**src/rtl/cpu_pkg.sv**
```systemverilog
// Shared widths and writeback request types for the register-file writeback path.
package cpu_pkg;

  localparam int DATA_W    = 32;
  localparam int REG_SEL_W = 4;
  localparam int NUM_REGS  = 2 ** REG_SEL_W;

  typedef enum logic [1:0] {
    WB_NONE = 2'd0,
    WB_ALU  = 2'd1,
    WB_LQ   = 2'd2
  } wb_src_e;

  typedef struct packed {
    logic [REG_SEL_W-1:0] sel;
    logic [DATA_W-1:0]    data;
  } wb_req_t;

  function automatic logic [NUM_REGS-1:0] reg_onehot(input logic [REG_SEL_W-1:0] sel);
    logic [NUM_REGS-1:0] v;
    v      = '0;
    v[sel] = 1'b1;
    return v;
  endfunction

endpackage

```
**src/rtl/cpu_wb_fifo.sv**
```systemverilog
// Load queue: synchronous FIFO of writeback requests with full/empty flags.
// Head is read combinationally, so an entry pushed at edge N is visible in cycle N+1.
module cpu_wb_fifo
  import cpu_pkg::*;
#(
  parameter int DEPTH = 4
) (
  input  logic    i_clk,
  input  logic    i_rst,
  input  logic    i_push,
  input  wb_req_t i_wdata,
  input  logic    i_pop,
  output wb_req_t o_head,
  output logic    o_full,
  output logic    o_empty
);

  localparam int AW = $clog2(DEPTH);

  wb_req_t        r_mem [DEPTH];
  logic [AW:0]    r_wr_ptr;
  logic [AW:0]    r_rd_ptr;
  logic           w_push;
  logic           w_pop;

  // Extra pointer MSB distinguishes full from empty when the indices match.
  assign o_empty = (r_wr_ptr == r_rd_ptr);
  assign o_full  = (r_wr_ptr[AW] != r_rd_ptr[AW]) &&
                   (r_wr_ptr[AW-1:0] == r_rd_ptr[AW-1:0]);
  assign w_push  = i_push && !o_full;
  assign w_pop   = i_pop && !o_empty;
  assign o_head  = r_mem[r_rd_ptr[AW-1:0]];

  always_ff @(posedge i_clk or posedge i_rst) begin
    if (i_rst) begin
      r_wr_ptr <= '0;
      r_rd_ptr <= '0;
    end else begin
      if (w_push) r_wr_ptr <= r_wr_ptr + 1'b1;
      if (w_pop)  r_rd_ptr <= r_rd_ptr + 1'b1;
    end
  end

  always_ff @(posedge i_clk) begin
    if (w_push) r_mem[r_wr_ptr[AW-1:0]] <= i_wdata;
  end

endmodule

```
**src/rtl/cpu_rf_wb.sv**
```systemverilog
// Register-file writeback: ALU-priority arbiter with LQ anti-starvation, registered write port, load scoreboard.
// Optional CPU_WB_BYPASS_EN: a load response arriving while idle is written directly, skipping the LQ.
module cpu_rf_wb
  import cpu_pkg::*;
#(
  parameter int LQ_DEPTH   = 4,
  parameter int STARVE_MAX = 3
) (
  input  logic                 i_clk,
  input  logic                 i_rst,
  input  logic                 i_alu_vld,
  output logic                 o_alu_rdy,
  input  logic [REG_SEL_W-1:0] i_alu_sel,
  input  logic [DATA_W-1:0]    i_alu_data,
  input  logic                 i_mem_vld,
  output logic                 o_mem_rdy,
  input  logic [REG_SEL_W-1:0] i_mem_sel,
  input  logic [DATA_W-1:0]    i_mem_data,
  input  logic                 i_iss_ld_vld,
  input  logic [REG_SEL_W-1:0] i_iss_ld_sel,
  output logic [NUM_REGS-1:0]  o_busy,
  output logic                 o_wrt_en,
  output logic [REG_SEL_W-1:0] o_wrt_sel,
  output logic [DATA_W-1:0]    o_wrt_data,
  output logic                 o_err
);

  localparam int STARVE_W = (STARVE_MAX < 1) ? 1 : $clog2(STARVE_MAX + 1);

  wb_req_t             w_alu_req;
  wb_req_t             w_mem_req;
  wb_req_t             w_lq_head;
  wb_req_t             w_win_req;
  wb_src_e             w_src;
  logic                w_lq_full;
  logic                w_lq_empty;
  logic                w_lq_push;
  logic                w_lq_pop;
  logic                w_force_lq;
  logic                w_bypass;
  logic [NUM_REGS-1:0] w_set_mask;
  logic [NUM_REGS-1:0] w_clr_mask;
  logic [STARVE_W-1:0] r_starve_cnt;
  logic [NUM_REGS-1:0] r_busy;

  assign w_alu_req  = '{sel: i_alu_sel, data: i_alu_data};
  assign w_mem_req  = '{sel: i_mem_sel, data: i_mem_data};

`ifdef CPU_WB_BYPASS_EN
  assign w_bypass = w_lq_empty && !i_alu_vld && i_mem_vld;
`else
  assign w_bypass = 1'b0;
`endif

  assign w_force_lq = (r_starve_cnt == STARVE_W'(STARVE_MAX)) && !w_lq_empty;
  assign o_alu_rdy  = !w_force_lq;
  assign o_mem_rdy  = !w_lq_full;
  assign w_lq_push  = i_mem_vld && o_mem_rdy && !w_bypass;
  assign o_busy     = r_busy;

  cpu_wb_fifo #(.DEPTH(LQ_DEPTH)) u_lq (
    .i_clk   (i_clk),
    .i_rst   (i_rst),
    .i_push  (w_lq_push),
    .i_wdata (w_mem_req),
    .i_pop   (w_lq_pop),
    .o_head  (w_lq_head),
    .o_full  (w_lq_full),
    .o_empty (w_lq_empty)
  );

  // A bypassed response counts as a load win so the scoreboard clears the same way.
  always_comb begin
    w_src     = WB_NONE;
    w_win_req = w_alu_req;
    w_lq_pop  = 1'b0;
    if (i_alu_vld && !w_force_lq) begin
      w_src = WB_ALU;
    end else if (!w_lq_empty) begin
      w_src     = WB_LQ;
      w_win_req = w_lq_head;
      w_lq_pop  = 1'b1;
    end else if (w_bypass) begin
      w_src     = WB_LQ;
      w_win_req = w_mem_req;
    end
  end

  always_ff @(posedge i_clk or posedge i_rst) begin
    if (i_rst) begin
      r_starve_cnt <= '0;
    end else if (w_lq_empty || w_lq_pop) begin
      r_starve_cnt <= '0;
    end else if (w_src == WB_ALU && r_starve_cnt != STARVE_W'(STARVE_MAX)) begin
      r_starve_cnt <= r_starve_cnt + 1'b1;
    end
  end

  // R0 winners are consumed but never written; sel/data hold on idle or dropped cycles.
  always_ff @(posedge i_clk or posedge i_rst) begin
    if (i_rst) begin
      o_wrt_en   <= 1'b0;
      o_wrt_sel  <= '0;
      o_wrt_data <= '0;
      o_err      <= 1'b0;
    end else if (w_src != WB_NONE) begin
      if (w_win_req.sel != '0) begin
        o_wrt_en   <= 1'b1;
        o_wrt_sel  <= w_win_req.sel;
        o_wrt_data <= w_win_req.data;
        o_err      <= 1'b0;
      end else begin
        o_wrt_en   <= 1'b0;
        o_err      <= (w_win_req.data != '0);
      end
    end else begin
      o_wrt_en <= 1'b0;
      o_err    <= 1'b0;
    end
  end

  always_comb begin
    w_set_mask = '0;
    w_clr_mask = '0;
    if (i_iss_ld_vld && i_iss_ld_sel != '0) w_set_mask = reg_onehot(i_iss_ld_sel);
    if (w_src == WB_LQ) w_clr_mask = reg_onehot(w_win_req.sel);
  end

  // Set after clear so a reissue in the retiring cycle keeps the register busy.
  always_ff @(posedge i_clk or posedge i_rst) begin
    if (i_rst) r_busy <= '0;
    else       r_busy <= (r_busy & ~w_clr_mask) | w_set_mask;
  end

endmodule

```
**config.mk**
```make
export PLATFORM = sky130hd
export DESIGN_NAME = cpu_rf_wb
export DESIGN_NICKNAME = d
export VERILOG_FILES = /design/src/rtl/cpu_pkg.sv /design/src/rtl/cpu_wb_fifo.sv /design/src/rtl/cpu_rf_wb.sv
export SDC_FILE = /design/constraint.sdc
export NUM_CORES = 1
export LEC_CHECK = 0
export ABC_AREA = 1
export CORE_MARGIN = 2
export CORE_UTILIZATION = 40
export DETAILED_ROUTE_END_ITERATION = 8
export MAX_ROUTING_LAYER = met4
export SLEW_MARGIN = 20
export SYNTH_ARGS = -nofsm -noshare
export SYNTH_HDL_FRONTEND = slang
export SYNTH_SLANG_ARGS = --single-unit
```
**constraint.sdc**
```tcl
create_clock -name i_clk -period 6.4 [get_ports i_clk]
set_input_delay 1.28 -clock i_clk [delete_from_list [all_inputs] [get_ports i_clk]]
set_output_delay 1.28 -clock i_clk [all_outputs]
set_load 0.02 [all_outputs]
```
Word level (Yosys, flattened, before mapping). Memory sizes are Yosys's and may differ from the RTL's. Index checks and enable logic that the tools add are counted.

Eq/ne operators: 7. Add/sub/neg operators: 3. Bitwise logic cells: 3. Order comparisons: 4. Mux-type cells: 20. Reductions and logical operators: 20.

Operator list (number): 36-bit two-way mux (2); 16-bit two-way mux (2); 32-bit nonzero test (1); 16-bit AND (1); 16-bit NOT (1); 16-bit OR (1); 1-bit logical AND (10); 4-bit by 5-bit less-than comparator with 1-bit output, second input constant (2); 1-bit two-way mux (10); 1-bit demux with 4-bit select (2); 4-bit by 1-bit greater-or-equal comparator with 1-bit output, second input constant (2); 2-bit two-way mux (4); 4-bit nonzero test (2); 3-bit by 1-bit adder with 3-bit output, second input constant (2); 2-bit == test, second input constant (2); 2-bit nonzero test (2); 3-bit == test (1); 1-bit logical NOT (3); 2-bit by 1-bit adder with 2-bit output, second input constant (1); 2-bit by 1-bit == test with 1-bit output, second input constant (1); 2-bit == test (1); 2-bit != test, second input constant (1); 2-bit AND reduction (1); 1-bit logical OR (1); 1-bit != test (1).

Register bits: 62. Input bits: 81. Logic and storage cells: 66. Output and inout bits: 56. Memories kept: 1. Bits in writable memories: 144.

Memories: u_lq.r_mem (words 4, bits a word 36, read ports 1, clocked after memory_dff 0, write ports 1, RTL line cpu_wb_fifo.sv:20) `wb_req_t r_mem [DEPTH];`.

Logic depth before layout (Yosys ltp). Gate-level depths: netlist of run 1.

Depth in word-level cells: 14. Gate-level depth with buffers: 17. Mapped depth without buffers: 15.

Hierarchy. A second synthesis of run 1 with hierarchy kept.

Cells, all modules: 917. Area total of the unflattened synthesis: 9096.2 um^2.

Modules (own cells, without submodules): cpu_wb_fifo (cells each 409, sequential area each 4474.3 um^2, times used 1, area each 5759.3 um^2); cpu_rf_wb (cells each 508, sequential area each 1401.3 um^2, times used 1, area each 3337.0 um^2).

Least setup slack after synthesis of run 1. Ideal clock, no wire load.

Path type: input to register. Start: input i_mem_vld. End: memory u_lq.r_mem[3][0] (netlist bit) (enable). Arrival: 3.023 ns. Stages on the path: 2. Library setup time: 0.432 ns. Slack: 2.945 ns. Cell sequence: nand2_1 > nor2_1.

Longest elaborated chain between the ends: 4.

RTL lines: start, declared (RTL line cpu_rf_wb.sv:15) `input logic i_mem_vld,`; 1-bit logical AND (RTL line cpu_rf_wb.sv:58) `assign w_lq_push = i_mem_vld && o_mem_rdy && !w_bypass;`; 1-bit logical AND (RTL line cpu_wb_fifo.sv:30) `assign w_push = i_push && !o_full;`; 1-bit two-way mux (RTL line cpu_wb_fifo.sv:45) `if (w_push) r_mem[r_wr_ptr[AW-1:0]] <= i_wdata;`; 1-bit two-way mux (not written as such) (RTL line cpu_wb_fifo.sv:45); end, declared (RTL line cpu_wb_fifo.sv:20).

Every way passes these cells.

Final worst setup path of run 1.
Start: register u_lq.r_rd_ptr[1]. End: output o_alu_rdy.

Longest elaborated chain between the ends: 4.

RTL lines: start, declared (RTL line cpu_wb_fifo.sv:22) `logic [AW:0] r_rd_ptr;`; start signal, assigned (RTL line cpu_wb_fifo.sv:40) `if (w_pop) r_rd_ptr <= r_rd_ptr + 1'b1;`; 3-bit == test (RTL line cpu_wb_fifo.sv:27) `assign o_empty = (r_wr_ptr == r_rd_ptr);`; 1-bit logical NOT (RTL line cpu_rf_wb.sv:55) `assign w_force_lq = (r_starve_cnt == STARVE_W'(STARVE_MAX)) && !w_lq_empty;`; 1-bit logical AND (RTL line cpu_rf_wb.sv:55); 1-bit logical NOT (RTL line cpu_rf_wb.sv:56) `assign o_alu_rdy = !w_force_lq;`; end, declared (RTL line cpu_rf_wb.sv:12) `output logic o_alu_rdy,`.

Every way passes these cells.

==> summary.md, run 1 <==
| Metric | Value |
|---|---|
| Netlist Area Pre-Place | 0.00957 sq mm |
| Sw Ratio | 40.2% |
| NumNets Final | 1275 |
| Total gr overflow | 0 |
| Final period util | 84.2% |
| Syn_nets | 1158 |
| Worst path slowest cell | clkdlybuf4s50_1 |
| Worst setup EP type | primary output |
| PostCTS Resize Cnt | 0 |
| Initial core utilization | 40.8% |
| Register area share after synthesis | 61.4% |
| # placed instances | 1482 |
| RSZ-0062 raised after global routing | no |
| Final worst setup slack | 1.01 ns |
| WL per Instance | 15.2 um |
| CP Capture Point | o_alu_rdy |
| Final Max Slew Viols | 0 |
| Clock tree buffer depth | 3 |
| Reg2Reg Depth | 14 |
| Final GP Congestion | 0.779 |
| Crit path top cell by count | nand2_1 |
| Setup_tns | 0 ns |
| Post-DP HPWL | 15500 um |
| GRT Total Usage | 18.6% |
| Fin util | 51.0% |
| Non-filler instance count after layout | 1523 |
| Status | completed |
| Initial antenna violation count | 0 |
| CTS clk-pin slew, worst paths | 0.06 ns |
| Area growth, synth to finish | 25.0% |
| Htree depth | 1 |
| Port Buf Inserts | 136 |
| Post-Syn Instances | 1071 |
| CORE AREA | 0.0235 sq mm |
| Critical path cell sequence | buf_4 > inv_2 > nand2_1 > nand2_1 > nand3_4 > nand2_4 > clkdlybuf4s50_1 |
| CP peak stage delay | 0.71 ns |
| Routed via count | 7305 |
| R2r startpoint | u_lq.r_rd_ptr[1] |
| Die Y | 159 um |
| Most common cell after layout, fill and taps aside | nand2_1 |
| Hold buffer count at cts | 0 |
| Vias per cell | 4.80 |
| CP Launch Point | u_lq.r_rd_ptr[1] |
| Clk Latency, worst-skew pair | 0.52 ns |
| Final setup violation count | 0 |
| Clk network pwr share | 22.4% |
| Int Pwr | 3.55 mW |
| Unique masters post-synth | 27 |
| Worst slew margin | 41.1% |
| PD cells | 496 mW/mm^2 |
| Crit Path Category | reg2out |
| Ports | 137 |
| Worst-margin pin slew | 0.884 ns |
| Max_cap viols | 0 |
| Post-CTS setup buffer count | 0 |
| Pre-CTS setup slack | 1.52 ns |
| R2R Setup Slk | 1.45 ns |
| Root buf cell | clkbuf_16 |
| Worst hold path type | reg2reg |
| Sw power | 2.38 mW |
| Final Routed Wirelength | 23100 um |
| Share of layout cells above drive strength 1 | 5.15% |
| Largest net degree at the start of global routing | 96 |
| DRC violations left | 0 |
| Fill cells | 2177 |
| CTS tree | yes |
| Seq pwr share | 33.7% |
| Post-route ant nets | 0 |
| Die width | 159 um |
| DR pass1 iterations | 5 |
| Ys Warns | 0 |
| Peak VDD IR | 0.308 mV |
| Total clock sinks | 206 |
| Number of buffers created by CTS | 23 |
| Fin area | 0.0120 sq mm |
| Worst R2R End | o_wrt_data[13] |
| Max Clk Rate | 186 MHz |
| Layout Skew | 0.0138 ns |
| Most frequent cells in the layout | nand2_1, edfxtp_1, clkdlybuf4s50_1 |
| Final Critical Period | 5.39 ns |
| Mean cell area of the mapped netlist | 8.94 sq um |
| Vias in the first global route | 6595 |
| First-pass GRT wire length | 36600 um |
| Floorplan row count | 56 |
| Final Power | 5.93 mW |
| Logic pwr share | 44.0% |
| CP required | 5.12 ns |
| Worst setup SP type | flop |
| Leakage | 5.31 nW |
| Crit path max fanout | 46 |
| N_diodes | 0 |
| Synthesized flop and latch total | 206 |
| DIE AREA | 0.0252 sq mm |
| Final Hold Viols | 0 |
| Data arrival, critical path | 4.11 ns |
| DRT iter0 DRCs | 406 |
| Cell Area, Placed | 0.0112 sq mm |
| Final hold slack | 0.457 ns |
[flip-flops by register name (all words and copies together) (netlist names)]
register	count
o_wrt_en	1
u_lq.r_rd_ptr	3
r_starve_cnt	2
u_lq.r_wr_ptr	3
o_err	1
o_wrt_data	32
o_wrt_sel	4
u_lq.r_mem	144
o_busy	16
[kinds of logic (layout without fill, tap and decap cells)]
logic type	count (synthesis)	count (layout)	share of synthesized area [%]
fa+ha+maj	6	6	0.784
simple gates	646	646	27.9
compound gates	54	54	3.08
xor+xnor	4	4	0.366
flops	206	206	61.4
buf+inv	155	288	6.50
[area by class of cell]
| class | instances | area (sq um) | share of cell area, % |
|---|---|---|---|
| Clock buffer | 31 | 636 | 5.31 |
| Clock inverter | 10 | 136 | 1.14 |
| Inverter | 102 | 383 | 3.20 |
| Multi-Input combinational cell | 710 | 3110 | 26.0 |
| Sequential cell | 206 | 5880 | 49.1 |
| Tap cell | 319 | 399 | 3.34 |
| Timing Repair Buffer | 145 | 1430 | 11.9 |
[power groups by stage]
stage / clock network, mW / logic, mW / registers, mW
6_report: 1.33 / 2.61 / 2.00
5_1_grt: 1.42 / 2.92 / 2.03
4_1_cts: 1.36 / 2.62 / 2.00
3_5_place_dp: 0 / 2.62 / 2.02
3_3_place_gp: 0 / 2.59 / 2.02
2_1_floorplan: 0 / 1.53 / 2.21
[per-layer routing]
metal | global-route usage [%] | part of all wire (%) | vias to the layer above
met5 | - | 0 | -
met4 | 4.63 | 2.1 | 0
met3 | 2.98 | 6.0 | 33
met2 | 27.9 | 44 | 228
met1 | 26.6 | 48 | 3365
li1 | - | - | 3679
[worst max-delay path, delay by kind of cell (launching register included)]
family / cells / cell delay (ns)
simple gates: 4 / 1.65
buf+inv: 3 / 1.54
flops: 1 / 0.37
[synthesized netlist by cell type, drive strengths merged]
master,number,area share (%)
nand2,422,17
edfxtp,144,45
nand3,104,5.7
inv,102,4.0
nor2,97,3.9
dfrtp,62,16
o21ai,48,2.6
clkbuf,34,1.3
nand4,21,1.4
buf,19,1.2
ha,6,0.78
xor2,4,0.37
o22a,3,0.27
a21oi,2,0.14
nor3,1,0.052
nor3b,1,0.078
o21bai,1,0.078
[worst min-delay path by stage]
stage                          from              end  slack [ns]  depth (start not counted)
floorplan           r_starve_cnt[0]  r_starve_cnt[0]        0.42                          1
global placement    r_starve_cnt[0]  r_starve_cnt[0]        0.44                          1
detailed placement  r_starve_cnt[0]  r_starve_cnt[0]        0.44                          1
CTS                 r_starve_cnt[0]  r_starve_cnt[0]        0.46                          1
global route        r_starve_cnt[0]  r_starve_cnt[0]        0.49                          1
finish              r_starve_cnt[0]  r_starve_cnt[0]        0.46                          1
No activity file was read; power rests on OpenSTA's default activity.
==> run 2: changes to the inputs <==
==> constraint.sdc (replaced) <==
create_clock -name i_clk -period 4.4 [get_ports i_clk]
set_input_delay 0.88 -clock i_clk [delete_from_list [all_inputs] [get_ports i_clk]]
set_output_delay 0.88 -clock i_clk [all_outputs]
set_load 0.02 [all_outputs]
==> run 2 against run 1 <==
  * First-iteration DRC count rose by 9.6%
  * Combinational power rose by 46%
  * Critical path depth fell by 1
  * Clock skew rose by 0.0055 ns
  * Hold slack got worse by 0.0064 ns
  * Die area did not move
  * Highest routed layer unchanged
==> summary.md, run 2 (synthesized netlist as in run 1, its figures left out) <==
| Metric | Value |
|---|---|
| R2R Setup Slk | 0.84 ns |
| NumNets Final | 1279 |
| Layout Skew | 0.0193 ns |
| Seq pwr share | 34.6% |
| Max FFs per register | 144 |
| Worst slew margin | 42.2% |
| Final Routed Wirelength | 23300 um |
| PD cells | 710 mW/mm^2 |
| Max Clk Rate | 277 MHz |
| Post-DP HPWL | 15700 um |
| Hold buffer count at cts | 0 |
| Crit path max fanout | 34 |
| DR pass1 iterations | 5 |
| FF/Latch Area | 0.00588 sq mm |
| Leakage | 5.28 nW |
| Final GP Congestion | 0.827 |
| Total clock sinks | 206 |
| Ports | 137 |
| Clk network pwr share | 20.3% |
| Clk Latency, worst-skew pair | 0.52 ns |
| CP required | 3.52 ns |
| Final Hold Viols | 0 |
| N_diodes | 0 |
| Data arrival, critical path | 2.73 ns |
| Fill cells | 2176 |
| RSZ-0062 raised after global routing | no |
| GRT Total Usage | 19.2% |
| Routed via count | 7218 |
| Vias in the first global route | 6812 |
| DRT iter0 DRCs | 445 |
| Worst-margin pin slew | 0.867 ns |
| PostCTS Resize Cnt | 0 |
| Clock tree buffer depth | 3 |
| Fin util | 50.7% |
| CTS clk-pin slew, worst paths | 0.06 ns |
| Floorplan row count | 56 |
| WL per Instance | 15.3 um |
| Peak VDD IR | 0.356 mV |
| Final Critical Period | 3.61 ns |
| Int Pwr | 4.98 mW |
| Final period util | 82.1% |
| Total gr overflow | 0 |
| Initial antenna violation count | 0 |
| Die width | 159 um |
| CORE AREA | 0.0235 sq mm |
| Die Y | 159 um |
| Worst hold path type | reg2reg |
| Most frequent cells in the layout | nand2_1, edfxtp_1, clkdlybuf4s50_1 |
| Post-CTS setup buffer count | 0 |
| Initial core utilization | 40.8% |
| CTS tree | yes |
| Htree depth | 1 |
| Worst setup EP type | primary output |
| DIE AREA | 0.0252 sq mm |
| Number of buffers created by CTS | 23 |
| Final Max Slew Viols | 0 |
| Non-filler instance count after layout | 1528 |
| Worst setup SP type | flop |
| Post-route ant nets | 0 |
| # placed instances | 1486 |
| Port Buf Inserts | 136 |
| Largest net degree at the start of global routing | 88 |
| Sw Ratio | 41.1% |
| Area growth, synth to finish | 24.3% |
| Vias per cell | 4.72 |
| CP Launch Point | u_lq.r_rd_ptr[2] |
| Final setup violation count | 0 |
| R2r startpoint | u_lq.r_rd_ptr[2] |
| Root buf cell | clkbuf_16 |
| Multi-input combinational cell area | 0.00311 sq mm |
| Share of layout cells above drive strength 1 | 5.21% |
| First-pass GRT wire length | 37700 um |
| Setup_tns | 0 ns |
| Crit Path Category | reg2out |
| Sw power | 3.47 mW |
| Logic pwr share | 45.1% |
| Hold path start | r_starve_cnt[0] |
| Most common cell after layout, fill and taps aside | nand2_1 |
| Status | completed |
| Max_cap viols | 0 |
| Final hold slack | 0.450 ns |
| DRC violations left | 0 |
run 2: path summary, 6_finish.rpt:
check / endpoint / depth (start not counted)
setup / recovery: o_alu_rdy / 6
hold reg to reg: r_starve_cnt[0] / 1
max in group asynchronous: o_wrt_data[4] / 3
hold / removal: r_starve_cnt[0] / 1
setup reg to reg: o_wrt_data[15] / 13
min in group asynchronous: o_busy[0] / 2
run 2: power by group through the flow:
stage / sequential (mW) / combinational [mW] / clock [mW]
final: 2.92 / 3.81 / 1.72
after global routing: 2.98 / 4.30 / 1.83
after CTS: 2.93 / 3.85 / 1.76
after detailed placement: 2.96 / 3.83 / 0
after global placement: 2.96 / 3.80 / 0
after floorplan: 3.21 / 2.23 / 0
run 2: worst max-delay path, cell delays in order (launching register included):
cell and delay [ns]:
dfrtp_1 0.38, inv_1 0.08, nand2_1 0.07, nand2_1 0.51
nand3_4 0.14, nand2_4 0.32, clkdlybuf4s50_1 0.71
run 2: per-layer routing:
layer	global-route usage [%]	up-vias	wire length (um)
met5	-	-	0
met4	4.92	0	469
met3	2.72	32	1140
met2	28.7	197	10200
met1	27.6	3294	11500
li1	-	3695	-
run 2: final cells by class:
class / instances / share of cell area (%)
Clock inverter: 10 / 0.431
Clock buffer: 32 / 5.21
Sequential cell: 206 / 49.4
Tap cell: 319 / 3.36
Multi-Input combinational cell: 710 / 26.1
Inverter: 102 / 3.23
Timing Repair Buffer: 149 / 12.3
run 2: metrics by stage:
stage | setup slack [ns] | total power [mW] | area (sq um)
after floorplan | 1.01 | 5.45 | 9570
after global placement | 0.984 | 6.76 | 11200
after detailed placement | 0.894 | 6.79 | 11200
after CTS | 0.800 | 8.53 | 11900
after global routing | 0.351 | 9.12 | 11900
final | 0.789 | 8.45 | 11900
==> run 3: changes to the inputs <==
==> constraint.sdc (replaced) <==
create_clock -name i_clk -period 2.9 [get_ports i_clk]
set_input_delay 0.58 -clock i_clk [delete_from_list [all_inputs] [get_ports i_clk]]
set_output_delay 0.58 -clock i_clk [all_outputs]
set_load 0.02 [all_outputs]
==> run 3 against run 2 <==
  * Sequential power grew 51%
  * Final cell count increased by 0.59%
  * Critical path depth down 1
  * Cell area rose by 1.2%
  * Count of clock-buffer cells in the layout decreased by 3
  * Hold slack about the same
  * Clock skew shrank 0.0091 ns
  * Clock power increased by 60%
  * Critical endpoint is now o_mem_rdy
  * Largest cell class unchanged
==> summary.md, run 3 (synthesized netlist as in run 1, its figures left out) <==
| Metric | Value |
|---|---|
| Status | completed |
| Vias per cell | 4.73 |
| Crit path max fanout | 4 |
| DRT iter0 DRCs | 541 |
| NumNets Final | 1291 |
| Final Routed Wirelength | 23600 um |
| Final Hold Viols | 0 |
| Worst-margin pin slew | 0.886 ns |
| Largest net degree at the start of global routing | 85 |
| Pre-CTS setup slack | 0.213 ns |
| Die width | 159 um |
| Floorplan row count | 56 |
| Post-DP HPWL | 16000 um |
| Initial antenna violation count | 0 |
| Final GP Congestion | 0.839 |
| Final Power | 13.1 mW |
| Crit path top cell by count | nand2_1 |
| CTS clk-pin slew, worst paths | 0.07 ns |
| Layout Skew | 0.0103 ns |
| Worst setup EP type | primary output |
| Hold path start | r_starve_cnt[0] |
| First-pass GRT wire length | 37600 um |
| PD cells | 1090 mW/mm^2 |
| Vias in the first global route | 6705 |
| Worst hold path type | reg2reg |
| Max FFs per register | 144 |
| Clock tree buffer depth | 3 |
| Leakage | 5.36 nW |
| Worst slew margin | 40.8% |
| Final setup violation count | 0 |
| Worst path slowest cell | clkdlybuf4s50_1 |
| Setup_tns | 0 ns |
| CP Launch Point | u_lq.r_wr_ptr[0] |
| Initial core utilization | 40.8% |
| Ports | 137 |
| Worst Path Buf+Inv | 2 |
| Max_cap viols | 0 |
| Number of buffers created by CTS | 23 |
| Port Buf Inserts | 136 |
| Critical path cell sequence | inv_1 > nand2_1 > nand2_1 > nand4_1 > clkdlybuf4s50_1 |
| # placed instances | 1498 |
| RSZ-0062 raised after global routing | no |
| CTS tree | yes |
| N_diodes | 0 |
| Final Max Slew Viols | 0 |
| Share of layout cells above drive strength 1 | 6.24% |
| Htree depth | 1 |
| CP required | 2.32 ns |
| R2r startpoint | u_lq.r_wr_ptr[0] |
| Crit Path Category | reg2out |
| Final Critical Period | 2.65 ns |
| Routed via count | 7276 |
| Root buf cell | clkbuf_16 |
| Total clock sinks | 206 |
| Final worst setup slack | 0.249 ns |
| Most common cell after layout, fill and taps aside | nand2_1 |
| Post-route ant nets | 0 |
| Most frequent cells in the layout | nand2_1, edfxtp_1, clkdlybuf4s50_1 |
| Post-CTS setup buffer count | 0 |
| Final period util | 91.4% |
| WL per Instance | 15.4 um |
| Data arrival, critical path | 2.07 ns |
| DIE AREA | 0.0252 sq mm |
| CP peak stage delay | 0.59 ns |
| DR pass1 iterations | 5 |
| Worst setup SP type | flop |
| Crit-path leading delay family | buffers and inverters |
| Clk Latency, worst-skew pair | 0.51 ns |
| Area growth, synth to finish | 25.7% |
| Max Clk Rate | 377 MHz |
| Total gr overflow | 0 |
| CORE AREA | 0.0235 sq mm |
| Peak VDD IR | 0.549 mV |
| Die Y | 159 um |
| Non-filler instance count after layout | 1537 |
| GRT Total Usage | 19.2% |
| DRC violations left | 0 |
run 3: area by class of cell:
| class | instances | area, sq um |
|---|---|---|
| inverters | 102 | 383 |
| multi-input cells | 710 | 3110 |
| clock inverters | 10 | 105 |
| fillers | 2147 | 11400 |
| clock buffers | 29 | 598 |
| well taps | 319 | 399 |
| repair buffers | 161 | 1560 |
| flip-flops and latches | 206 | 5880 |
run 3: worst reg2reg max path: stages, from the launching register on:
cell and delay [ns]:
dfrtp_1 0.42, inv_1 0.15, nand2_1 0.07, nand2_1 0.13, nand3_4 0.20, nand2_4 0.18
nand2_4 0.13, nand2_2 0.23, nor2_1 0.13, a21oi_2 0.26, nand3_4 0.17, buf_12 0.20
nand3_1 0.11, nand2_1 0.06
run 3: path summary, 6_finish.rpt:
path	cells after the start	slack, ns	end
worst min-delay path	1	0.45	r_starve_cnt[0]
worst max-delay path	5	0.25	o_mem_rdy
worst min register to register	1	0.45	r_starve_cnt[0]
max in group asynchronous	3	1.72	u_lq.r_rd_ptr[0]
min in group asynchronous	3	0.63	o_busy[3]
worst max register to register	13	0.34	o_wrt_data[16]
run 3: repair_timing:
action,CTS,global route
resized for setup,1,1
endpoints found under the setup margin,1,32
hold buffers,0,0
pin swaps,0,0
run 3: through the flow:
| stage | hold slack, ns | instance area (sq um) | utilization [%] |
|---|---|---|---|
| after floorplan | 0.419 | 9580 | - |
| after global placement | 0.440 | 11300 | 48.3 |
| after detailed placement | 0.445 | 11300 | 48.3 |
| after CTS | 0.453 | 12000 | 51.2 |
| after global routing | 0.480 | 12000 | 51.3 |
| final | 0.450 | 12000 | 51.3 |
run 3: per-layer routing:
metal	track usage (%)	part of all wire (%)	up-vias
li1	-	-	3717
met1	27.4	48	3311
met2	28.7	45	218
met3	3.27	6.0	30
met4	4.59	1.7	0
met5	-	0	-
run 3: power breakdown:
part           total (mW)  leakage [nW]  internal [mW]  switching (mW)
Clock                2.76         0.342           1.63            1.13
Sequential           4.41          2.07           4.08           0.332
Combinational        5.96          2.95           2.10            3.86
